**config.mk**
```make
export PLATFORM = sky130hd
export DESIGN_NAME = retrosoc_uart_rx
export DESIGN_NICKNAME = d
export VERILOG_FILES = /design/src/rtl/retrosoc_uart_rx.sv
export SDC_FILE = /design/constraint.sdc
export NUM_CORES = 1
export LEC_CHECK = 0
export BUFFER_PORTS_ARGS = -buffer_cell sky130_fd_sc_hd__buf_4
export CORE_MARGIN = 10
export CORE_UTILIZATION = 55
export DETAILED_ROUTE_END_ITERATION = 16
export PLACE_DENSITY_LB_ADDON = 0.25
export SYNTH_ARGS = -nofsm -noshare
export SYNTH_HDL_FRONTEND = slang
export SYNTH_SLANG_ARGS = --single-unit
```
**constraint.sdc**
```tcl
create_clock -name clk -period 7.55 [get_ports clk]
set_clock_uncertainty 0.1 [all_clocks]
set_input_delay 1.1325 -clock clk [delete_from_list [all_inputs] [get_ports clk]]
set_output_delay 1.1325 -clock clk [all_outputs]
set_load 0.03 [all_outputs]
```
**src/rtl/retrosoc_uart_rx.sv**
```systemverilog
// UART receiver: 8N1 LSB-first frames into a one-entry valid/ready holding register, with sticky error flags.
// Define RETROSOC_UART_RX_PARITY_EN for 8E1 frames with an even-parity check.
module retrosoc_uart_rx #(
  parameter int unsigned BAUD_DIV = 434,
  parameter int unsigned DIV_W    = 16
) (
  input  logic       clk,
  input  logic       rst_n,
  input  logic       rx_i,
  output logic [7:0] data_o,
  output logic       valid_o,
  input  logic       ready_i,
  output logic       frame_err_o,
  output logic       overrun_o,
  output logic       parity_err_o,
  input  logic       clr_err_i,
  output logic       busy_o
);

  localparam logic [DIV_W-1:0] CNT_RELOAD = DIV_W'(BAUD_DIV - 1);
  localparam logic [DIV_W-1:0] CNT_HALF   = DIV_W'(BAUD_DIV / 2 - 1);
  localparam logic [DIV_W-1:0] CNT_ONE    = DIV_W'(1);

  localparam logic [2:0] S_IDLE    = 3'd0;
  localparam logic [2:0] S_START   = 3'd1;
  localparam logic [2:0] S_DATA    = 3'd2;
  localparam logic [2:0] S_STOP    = 3'd4;
  localparam logic [2:0] S_WAIT_HI = 3'd5;
`ifdef RETROSOC_UART_RX_PARITY_EN
  localparam logic [2:0] S_PARITY  = 3'd3;
`endif

  logic [1:0]       sync_q;
  logic             rx_s;
  logic [2:0]       state, state_d;
  logic [DIV_W-1:0] cnt, cnt_d;
  logic [2:0]       bitcnt, bitcnt_d;
  logic [7:0]       sh, sh_d;
  logic             tick_c;
  logic             commit_c;
  logic             frame_set_c;
  logic             accept_c;
`ifdef RETROSOC_UART_RX_PARITY_EN
  logic             par_bad, par_bad_d;
  logic             parity_set_c;
`endif

  // Two-flop synchronizer; idles high so reset never looks like a start bit
  always_ff @(posedge clk or negedge rst_n) begin
    if (!rst_n) begin
      sync_q <= 2'b11;
    end else begin
      sync_q <= {sync_q[0], rx_i};
    end
  end

  assign rx_s = sync_q[1];

  // Frame state register
  always_ff @(posedge clk or negedge rst_n) begin
    if (!rst_n) begin
      state  <= S_IDLE;
      cnt    <= '0;
      bitcnt <= '0;
      sh     <= '0;
    end else begin
      state  <= state_d;
      cnt    <= cnt_d;
      bitcnt <= bitcnt_d;
      sh     <= sh_d;
    end
  end

  // Next-state, bit timing and shift register
  always_comb begin
    state_d     = state;
    cnt_d       = cnt;
    bitcnt_d    = bitcnt;
    sh_d        = sh;
    commit_c    = 1'b0;
    frame_set_c = 1'b0;
    tick_c      = (cnt == '0);
`ifdef RETROSOC_UART_RX_PARITY_EN
    par_bad_d    = par_bad;
    parity_set_c = 1'b0;
`endif

    if (state != S_IDLE) begin
      cnt_d = tick_c ? CNT_RELOAD : cnt - CNT_ONE;
    end

    case (state)
      S_IDLE: begin
        if (!rx_s) begin
          cnt_d   = CNT_HALF;
          state_d = S_START;
        end
      end
      S_START: begin
        if (tick_c) begin
          if (!rx_s) begin
            state_d  = S_DATA;
            bitcnt_d = 3'd0;
          end else begin
            state_d = S_IDLE;
          end
        end
      end
      S_DATA: begin
        if (tick_c) begin
          sh_d     = {rx_s, sh[7:1]};
          bitcnt_d = bitcnt + 3'd1;
          if (bitcnt == 3'd7) begin
`ifdef RETROSOC_UART_RX_PARITY_EN
            state_d = S_PARITY;
`else
            state_d = S_STOP;
`endif
          end
        end
      end
`ifdef RETROSOC_UART_RX_PARITY_EN
      S_PARITY: begin
        if (tick_c) begin
          par_bad_d    = (^sh) ^ rx_s;
          parity_set_c = (^sh) ^ rx_s;
          state_d      = S_STOP;
        end
      end
`endif
      S_STOP: begin
        if (tick_c) begin
          if (rx_s) begin
`ifdef RETROSOC_UART_RX_PARITY_EN
            commit_c = !par_bad;
`else
            commit_c = 1'b1;
`endif
            state_d  = S_IDLE;
          end else begin
            frame_set_c = 1'b1;
            state_d     = S_WAIT_HI;
          end
        end
      end
      S_WAIT_HI: begin
        // Hold off until the break ends so it is not taken as a new start bit
        if (rx_s) begin
          state_d = S_IDLE;
        end
      end
      default: begin
        state_d = S_IDLE;
      end
    endcase
  end

  assign accept_c = !valid_o || ready_i;

  // Holding register, handshake and busy flag
  always_ff @(posedge clk or negedge rst_n) begin
    if (!rst_n) begin
      data_o  <= 8'h00;
      valid_o <= 1'b0;
      busy_o  <= 1'b0;
    end else begin
      busy_o <= (state_d != S_IDLE);
      if (commit_c && accept_c) begin
        data_o  <= sh;
        valid_o <= 1'b1;
      end else if (valid_o && ready_i) begin
        valid_o <= 1'b0;
      end
    end
  end

  // Sticky flags; a set event beats a same-cycle clear
  always_ff @(posedge clk or negedge rst_n) begin
    if (!rst_n) begin
      frame_err_o <= 1'b0;
      overrun_o   <= 1'b0;
    end else begin
      if (frame_set_c) begin
        frame_err_o <= 1'b1;
      end else if (clr_err_i) begin
        frame_err_o <= 1'b0;
      end
      if (commit_c && !accept_c) begin
        overrun_o <= 1'b1;
      end else if (clr_err_i) begin
        overrun_o <= 1'b0;
      end
    end
  end

`ifdef RETROSOC_UART_RX_PARITY_EN
  always_ff @(posedge clk or negedge rst_n) begin
    if (!rst_n) begin
      par_bad      <= 1'b0;
      parity_err_o <= 1'b0;
    end else begin
      par_bad <= par_bad_d;
      if (parity_set_c) begin
        parity_err_o <= 1'b1;
      end else if (clr_err_i) begin
        parity_err_o <= 1'b0;
      end
    end
  end
`else
  assign parity_err_o = 1'b0;
`endif

endmodule

```
==> results.md, run 1 <==
- Dpl hpwl: about 3200 µm
- Num CTS Buffers: 5
- Routed WL: 4580 µm
- Num rows: 22
- Drt drc: 0
- Die width: 82.2 µm
- # resized after CTS: 0
- Sequential area share after synthesis: 0.519
- Slew @ Worst Pin: 0.998 ns
- Final Slew Violations: 0
- Commonest non-fill, non-tap cell in the layout: dfrtp_1
- DR pass1 iterations: 4
- Sequential cell area: 0.00110 mm²
- Slew margin rel.: 0.330
- Period utilization: 0.364
- RSZ-0062 raised after global routing: false
- CP startpoint: cnt[4]
- Synth Flop Type: dfrtp_1
- Crit path time final: roughly 2.7 ns
- Area taken by multi-input logic gates: 977 µm²
- Clk sinks: 44
- Synth Instances: approximately 190
- Syn-to-layout area delta: 11.4%
- Port Buffers: 16
- Vias per inst: 6.09
- Gr usage total: 0.145
- Clock buffer depth: 2
- Number of buffers added for setup after CTS: 0
- Hold slack: approximately 0.26 ns
- Ant diodes: 0
- Area of the mapped netlist: 0.00213 mm²
- Via count: between 1,500 and 2,000
- Worst setup SP type: flip-flop
- Synth top area share: 0.494
- CTS tree: done
- Seq cells post-synth: 44
- CTS Root Cell: clkbuf_8
- Clk Latency, worst-skew pair: 0.30 ns
- R2R Setup Slk: 4.80 ns
- Synth top area cells: dfrtp_1 49%, mux2_4 5.7%, mux2_2 4.2%, nand2_1 2.6%, o21ai_0 2.6%
- Most frequent cells in the layout: 42 x dfrtp_1, 16 x buf_4, 15 x nand2_1
- Ys async rst share: 1.00
- Iter 0 DRT Violations: 181
- Layout cells sized above 1: 0.263
- R2R depth: 5
- Reg clk slew, reported paths: 0.08 ns
- Crit path max fanout: 14
- Syn nets: 200
- Setup CP Type: flip-flop to flip-flop
- Die Area: a little under 0.007 mm²
- Filler instances: ~280
- Hold Path End: sync_q[1]
- Final Hold Fails: 0
- Max rail drop VDD: between 100 and 150 µV
- CTS Hold Buffers Added: 0
- Die Ht: 82.2 µm
- Pwr dens: 165 mW/mm²
- Placed Instance Area: 0.00228 mm²
- Hold crit path type: flip-flop to flip-flop
- CP endpoint kind: flip-flop
- Post-detailed-route count of antenna-violating nets: 0
- Vias in the first global route: approximately 1,600
- Pin count of the biggest net entering global routing: 45
- R2R Path End: data_o[1]
- Total power: 0.390 mW
- Nets: 217
- RePlAce Congestion: approximately 0.91
- Outcome: finished, final reports clean
- Post-synth EDFFs: 0
- Syn avg cell area: roughly 11 µm²
- Beginning of the worst hold path: sync_q[0]
- Routed len/inst: 17.8 µm
- Num ports: 18
- Fin util: 0.642
- Initial antenna violation count: 0
- First-pass GRT wire length: 7650 µm
- Fmax: between 300 and 400 MHz
- Netlist cell types: 47
- Yosys warns: 0
- Worst Hold Path Cells: 0
- Setup TNS Final: 0 ns
- Final setup violating endpoints: 0
- Grt ovf: 0
- Max-Cap Viols: 0
- Arrival time at the worst endpoint: roughly 2.8 ns
- Initial Util: 0.576
- # H-tree levels: 2
- Leak pwr: 1.07 nW
- Area leader, netlist: dfrtp_1
- CP required: 7.64 ns
- Worst reg2reg path startpoint: cnt[4]
- Final Instance Area: 0.00237 mm²
- Core ar.: 0.00369 mm²
[power breakdown]
part	internal, mW	leakage (nW)	switching, mW	total (mW)
registers	0.236	0.584	0.00106	0.238
logic	0.00187	0.442	0.00551	0.00738
clock network	0.0645	0.0479	0.0802	0.145
total	0.303	1.07	0.0868	0.390
[layout make-up]
cell class,count,share of cell area
Clock inverter,3,0.00793
Clock buffer,5,0.0291
Timing Repair Buffer,16,0.0507
Inverter,5,0.00793
Sequential cell,44,0.466
Multi-Input combinational cell,136,0.413
Tap cell,48,0.0254
[worst max-delay path, stage by stage, from the launching register on]
cell	delay [ns]
dfrtp_1	0.42
or4_1	0.59
nor4_4	0.30
nand2_2	0.28
nor3b_4	0.60
mux2_4	0.35
[cell families after synthesis]
kind of cell,count (synthesis),share of synthesized area
AND/OR/NAND/NOR,70,0.191
AO/OA/AOI/OAI,44,0.141
flip-flops,44,0.519
multiplexers,16,0.0989
buffers and inverters,11,0.0212
adder cells (fa/ha/maj),4,0.0235
other,1,0.00176
XOR/XNOR,1,0.00412
[sequential cells by signal, summed over array words and instances, names as in the netlist]
signal / cells
sh: 8
data_o: 8
cnt: 16
busy_o: 1
bitcnt: 3
sync_q: 2
overrun_o: 1
state: 3
valid_o: 1
frame_err_o: 1
[synth_stat cells, types with 3 or more instances]
library cell,count
nor2_1,12
nand3_1,4
clkbuf_1,5
nor4_1,3
nand2_1,15
a21oi_1,8
o31ai_1,3
nor3_1,7
a31oi_1,3
nor3b_1,3
or2_2,4
mux2_2,8
ha_1,4
inv_1,5
dfrtp_1,42
nand2b_1,5
a21o_1,3
a22o_1,3
mux2_4,8
o21ai_0,11
or3_1,3
[metal layers]
layer  part of all wire  vias up  GRT usage
met2               0.48       54      0.224
met4              0.014        0     0.0612
met1               0.44      770      0.187
li1                   -      732          -
met5                  0        -          0
met3              0.063        8     0.0410
[worst max path at each step]
stage          slack (ns)  depth (start not counted)   endpoint
2_1_floorplan        5.18                          5  data_o[0]
3_3_place_gp         4.94                          5  data_o[3]
3_5_place_dp         4.82                          5  data_o[5]
4_1_cts              4.81                          5  data_o[1]
5_1_grt              4.65                          5  data_o[2]
6_report             4.80                          5  data_o[1]
[per-stage QoR]
stage / instances / setup slack [ns]
after floorplan: 191 / 5.18
after global placement: 249 / 4.94
after detailed placement: 249 / 4.82
after CTS: 257 / 4.81
after global routing: 257 / 4.65
final: 257 / 4.80
No activity file was read; power rests on OpenSTA's default activity.
==> inputs of run 2 (changes only) <==
==> constraint.sdc (replaced) <==
create_clock -name clk -period 2.8 [get_ports clk]
set_clock_uncertainty 0.1 [all_clocks]
set_input_delay 0.42 -clock clk [delete_from_list [all_inputs] [get_ports clk]]
set_output_delay 0.42 -clock clk [all_outputs]
set_load 0.03 [all_outputs]
==> run 2 against run 1 <==
Design area rose by 0.63%. Sequential share of layout area fell by 0.29 points. Utilization rose by 0.41 points. Setup slack got worse by 4.6 ns. Die area did not move. Register-to-register slack got worse by 4.6 ns.
==> results.md, run 2 (synthesized netlist as in run 1, its figures left out) <==
- Vias in the first global route: between 1,500 and 2,000
- Routed WL: 4360 µm
- Ant diodes: 0
- Commonest non-fill, non-tap cell in the layout: dfrtp_1
- Final Hold Fails: 0
- Die Ht: between 80 and 90 µm
- Nets: 219
- Largest Register: cnt
- Num CTS Buffers: 5
- Final Slew Violations: 0
- Slew margin rel.: 0.576
- Gr usage total: 0.139
- Pin count of the biggest net entering global routing: 45
- Num rows: 22
- Arrival time at the worst endpoint: 2.63 ns
- Leak pwr: 1.08 nW
- Initial Util: 0.576
- Number of buffers added for setup after CTS: 0
- Port Buffers: 16
- Vias per inst: 6.01
- Most frequent cells in the layout: 42 x dfrtp_1, 18 x buf_4, 15 x nand2_1
- CP required: 2.88 ns
- Hold crit path type: input pin to asynchronous set/reset pin
- Final setup violating endpoints: 0
- Final Instance Area: 0.00238 mm²
- Slew @ Worst Pin: 0.630 ns
- Routed len/inst: 16.8 µm
- Clock buffer depth: 2
- Worst setup SP type: flip-flop
- Crit path max fanout: 8
- Total power: roughly 1.1 mW
- Reg clk slew, reported paths: 0.08 ns
- Dpl hpwl: 3000 µm
- RePlAce Congestion: 0.818
- Period utilization: 0.911
- # H-tree levels: 2
- Outcome: finished, final reports clean
- Clk sinks: 44
- Setup TNS Final: 0 ns
- Syn-to-layout area delta: 12.1%
- Hold slack: slightly below 0.007 ns
- Num ports: 18
- Post-detailed-route count of antenna-violating nets: 0
- Top Registers: cnt x16, data_o x8, sh x8
- Die width: just over 80 µm
- Setup CP Type: flip-flop to flip-flop
- Largest register FFs: 16
- First-pass GRT wire length: 7400 µm
- Max-Cap Viols: 0
- Drt drc: 0
- Pre-CTS setup slack: 0.293 ns
- Die Area: just under 0.007 mm²
- # resized after CTS: 0
- Core ar.: 0.00369 mm²
- Iter 0 DRT Violations: between 100 and 150
- Max rail drop VDD: 336 µV
- Placed Instance Area: 0.00229 mm²
- Layout cells sized above 1: 0.270
- Initial antenna violation count: 0
- Grt ovf: 0
- Crit path time final: 2.55 ns
- DR pass1 iterations: 4
- CTS Root Cell: clkbuf_8
- Pwr dens: 441 mW/mm²
- Clk Latency, worst-skew pair: about 0.30 ns
- CTS tree: done
- RSZ-0062 raised after global routing: false
- Final WS setup: 0.249 ns
- Via count: 1,557
- CTS Hold Buffers Added: 0
- Fmax: 392 MHz
- CP endpoint kind: flip-flop
## run 2: changes by cell type in the layout (fill, tap and decap cells not counted), sizes merged
cell  before  now
buf       16   18
## run 2: stage by stage
step,util,instances
global route,0.646,259
detailed placement,0.622,251
floorplan,-,191
CTS,0.646,259
global placement,0.622,251
finish,0.646,259
## run 2: worst max-delay path, stage by stage (launching register included)
cell     delay, ns
dfrtp_1       0.42
or4_1         0.59
nor4_4        0.28
nand2_2       0.13
nor3b_4       0.56
mux2_4        0.35
## run 2: layout make-up
cell class	count	area, µm²
clock buffer	5	68.8
clock inverter	3	18.8
fill	295	1310
inverter	5	18.8
multi-input combinational	136	977
sequential	44	1100
tap	48	60.1
timing repair buffer	18	135
## run 2: worst paths after layout
kind                                start         to  slack [ns]  cells past startpoint
max in group asynchronous           rst_n  sync_q[0]        2.22                      1
min in group clk                     rx_i  sync_q[0]        0.12                      1
worst min-delay path                rst_n     cnt[1]       0.007                      1
worst min register to register  sync_q[0]  sync_q[1]        0.26                      0
worst max-delay path               cnt[4]  data_o[5]        0.25                      5
worst max register to register     cnt[4]  data_o[5]        0.25                      5
## run 2: metal layers
metal / wire length, µm / track usage
met5: 0 / 0
met1: 1920 / 0.184
met2: 2120 / 0.213
met3: 281 / 0.0389
met4: 45 / 0.0544
## run 2: report_power, final
part           internal [mW]  total [mW]  switching [mW]
sequential             0.637       0.640         0.00288
combinational        0.00503      0.0198          0.0147
clock                  0.174       0.390           0.216
total                  0.816        1.05           0.234
==> inputs of run 3 (changes only) <==
--- a/config.mk
+++ b/config.mk
@@ -5,6 +5,7 @@
 export SDC_FILE = /design/constraint.sdc
 export NUM_CORES = 1
 export LEC_CHECK = 0
+export ABC_AREA = 0
 export BUFFER_PORTS_ARGS = -buffer_cell sky130_fd_sc_hd__buf_4
 export CORE_MARGIN = 10
 export CORE_UTILIZATION = 55
==> constraint.sdc (replaced) <==
create_clock -name clk -period 2.8 [get_ports clk]
set_clock_uncertainty 0.1 [all_clocks]
set_input_delay 0.14 -clock clk [delete_from_list [all_inputs] [get_ports clk]]
set_output_delay 0.14 -clock clk [all_outputs]
set_load 0.03 [all_outputs]
==> run 3 against run 2 <==
Global-route usage is essentially flat. Register-to-register slack about the same. First-iteration DRC count up 8.8%. Fmax increased by 0.26%. Utilization is 0.81 points higher. Sequential cell count is the same. Sequential power barely moved. Combinational power is 17% higher. Count of clock-buffer cells in the layout unchanged. Largest power group unchanged.
==> results.md, run 3 (synthesized netlist as in run 1, its figures left out) <==
- Top Registers: cnt x16, data_o x8, sh x8
- Nets: 222
- DR pass1 iterations: 4
- Crit path max fanout: 8
- Core ar.: 0.00369 mm²
- Num ports: 18
- First-pass GRT wire length: about 7400 µm
- Crit path time final: 2.54 ns
- Largest Register: cnt
- Initial antenna violation count: 0
- Die Ht: 82.2 µm
- Pwr dens: between 400 and 500 mW/mm²
- Filler instances: approximately 290
- Worst setup SP type: flip-flop
- Routed WL: 4380 µm
- Arrival time at the worst endpoint: 2.63 ns
- Via count: between 1,500 and 2,000
- Total power: 1.05 mW
- Final Hold Fails: 0
- Slew margin rel.: 0.576
- Slew @ Worst Pin: 0.630 ns
- Sw power: ~0.23 mW
- Largest register FFs: 16
- Num CTS Buffers: 5
- Reg clk slew, reported paths: approximately 0.080 ns
- Hold crit path type: input pin to flip-flop
- Clock buffer depth: 2
- P_int: a little over 0.8 mW
- CP Cell Sequence: or4_1, nor4_4, nand2_2, nor3b_4, mux2_4
- Die width: 82.2 µm
- Reg power frac: 0.608
- Post-detailed-route count of antenna-violating nets: 0
- Switching Share: 0.222
- Clock share of power: 0.370
- RSZ-0062 raised after global routing: false
- Iter 0 DRT Violations: roughly 120
- # H-tree levels: 2
- Num rows: 22
- # resized after CTS: 0
- Clk sinks: 44
- Drt drc: 0
- Clk Latency, worst-skew pair: 0.29 ns
- Gr usage total: 0.140
- Dpl hpwl: 3000 µm
- Worst path bufs/invs: 0
- Final setup violating endpoints: 0
- CP top delay family: simple AND/OR/NAND/NOR gates
- Layout cells sized above 1: 0.266
- CP endpoint kind: flip-flop
- Port Buffers: 16
- Grt ovf: 0
- Max-Cap Viols: 0
- Most frequent cells in the layout: 42 x dfrtp_1, 18 x buf_4, 15 x nand2_1
- CTS Root Cell: clkbuf_8
- Hold slack: about 0.085 ns
- RePlAce Congestion: 0.818
- Max rail drop VDD: 336 µV
- Period utilization: 0.909
- Logic pwr share: 0.022
- Final Slew Violations: 0
- Sequential cell area: 0.00110 mm²
- Routed len/inst: roughly 17 µm
- Outcome: finished, final reports clean
- Vias in the first global route: 1,547
- Syn-to-layout area delta: 13.5%
- Pin count of the biggest net entering global routing: 45
- Max stage delay on crit path: 0.59 ns
- Slowest-stage cell, CP: or4_1
- Ant diodes: 0
- Commonest non-fill, non-tap cell in the layout: dfrtp_1
- Setup TNS Final: 0 ns
- Fmax: about 400 MHz
- Setup CP Type: flip-flop to flip-flop
- Area taken by multi-input logic gates: roughly 1000 µm²
- Leak pwr: 1.10 nW
- Die Area: 0.00675 mm²
- Initial Util: 0.576
- CTS tree: done
- Vias per inst: 5.97
- CP required: about 2.9 ns
==> run 3: timing repair <==
| action | 4_1_cts | 5_1_grt |
|---|---|---|
| hold endpoints to repair | 44 | 0 |
| endpoints found under the setup margin | 0 | 0 |
| hold buffers | 3 | 0 |
| setup buffers | 0 | 0 |
==> run 3: final timing paths <==
kind | slack [ns] | from | cells past startpoint | end
min | 0.08 | ready_i | 3 | overrun_o
max reg2reg | 0.26 | cnt[4] | 5 | data_o[5]
min reg2reg | 0.26 | sync_q[0] | 0 | sync_q[1]
max in group asynchronous | 1.96 | rst_n | 2 | sync_q[0]
max | 0.26 | cnt[4] | 5 | data_o[5]
min in group asynchronous | 0.27 | rst_n | 2 | cnt[1]
==> run 3: through the flow <==
| step | area [µm²] | util | std cells | setup slack (ns) |
|---|---|---|---|---|
| after floorplan | 2130 | - | 191 | 0.435 |
| after global placement | 2290 | 0.622 | 251 | 0.349 |
| after detailed placement | 2290 | 0.622 | 251 | 0.293 |
| after CTS | 2410 | 0.654 | 262 | 0.276 |
| after global routing | 2410 | 0.654 | 262 | 0.145 |
| final | 2410 | 0.654 | 262 | 0.256 |
==> run 3: layout make-up <==
class                      count  share of cell area
timing repair buffer          21              0.0685
clock inverter                 3             0.00778
inverter                       5             0.00778
multi-input combinational    136               0.405
clock buffer                   5              0.0285
tap                           48              0.0249
sequential                    44               0.457
==> run 3: power groups by stage <==
| stage | sequential (mW) | clock, mW | combinational, mW |
|---|---|---|---|
| finish | 0.640 | 0.390 | 0.0231 |
| global route | 0.641 | 0.435 | 0.0266 |
| CTS | 0.640 | 0.400 | 0.0242 |
| detailed placement | 0.653 | 0 | 0.0207 |
| global placement | 0.653 | 0 | 0.0201 |
| floorplan | 0.651 | 0 | 0.00649 |
==> run 3: worst min-delay path: cells and delay by family <==
kind / cells / cell delay [ns]
AO/OA/AOI/OAI: 1 / 0.10
buffers and inverters: 1 / 0.07
AND/OR/NAND/NOR: 1 / 0.13
==> run 3: metal layers <==
layer | vias up | global-route usage | routed length [µm]
met2 | 60 | 0.213 | 2120
li1 | 745 | - | -
met4 | 0 | 0.0544 | 45
met3 | 5 | 0.0378 | 274
met5 | - | 0 | 0
met1 | 755 | 0.185 | 1940
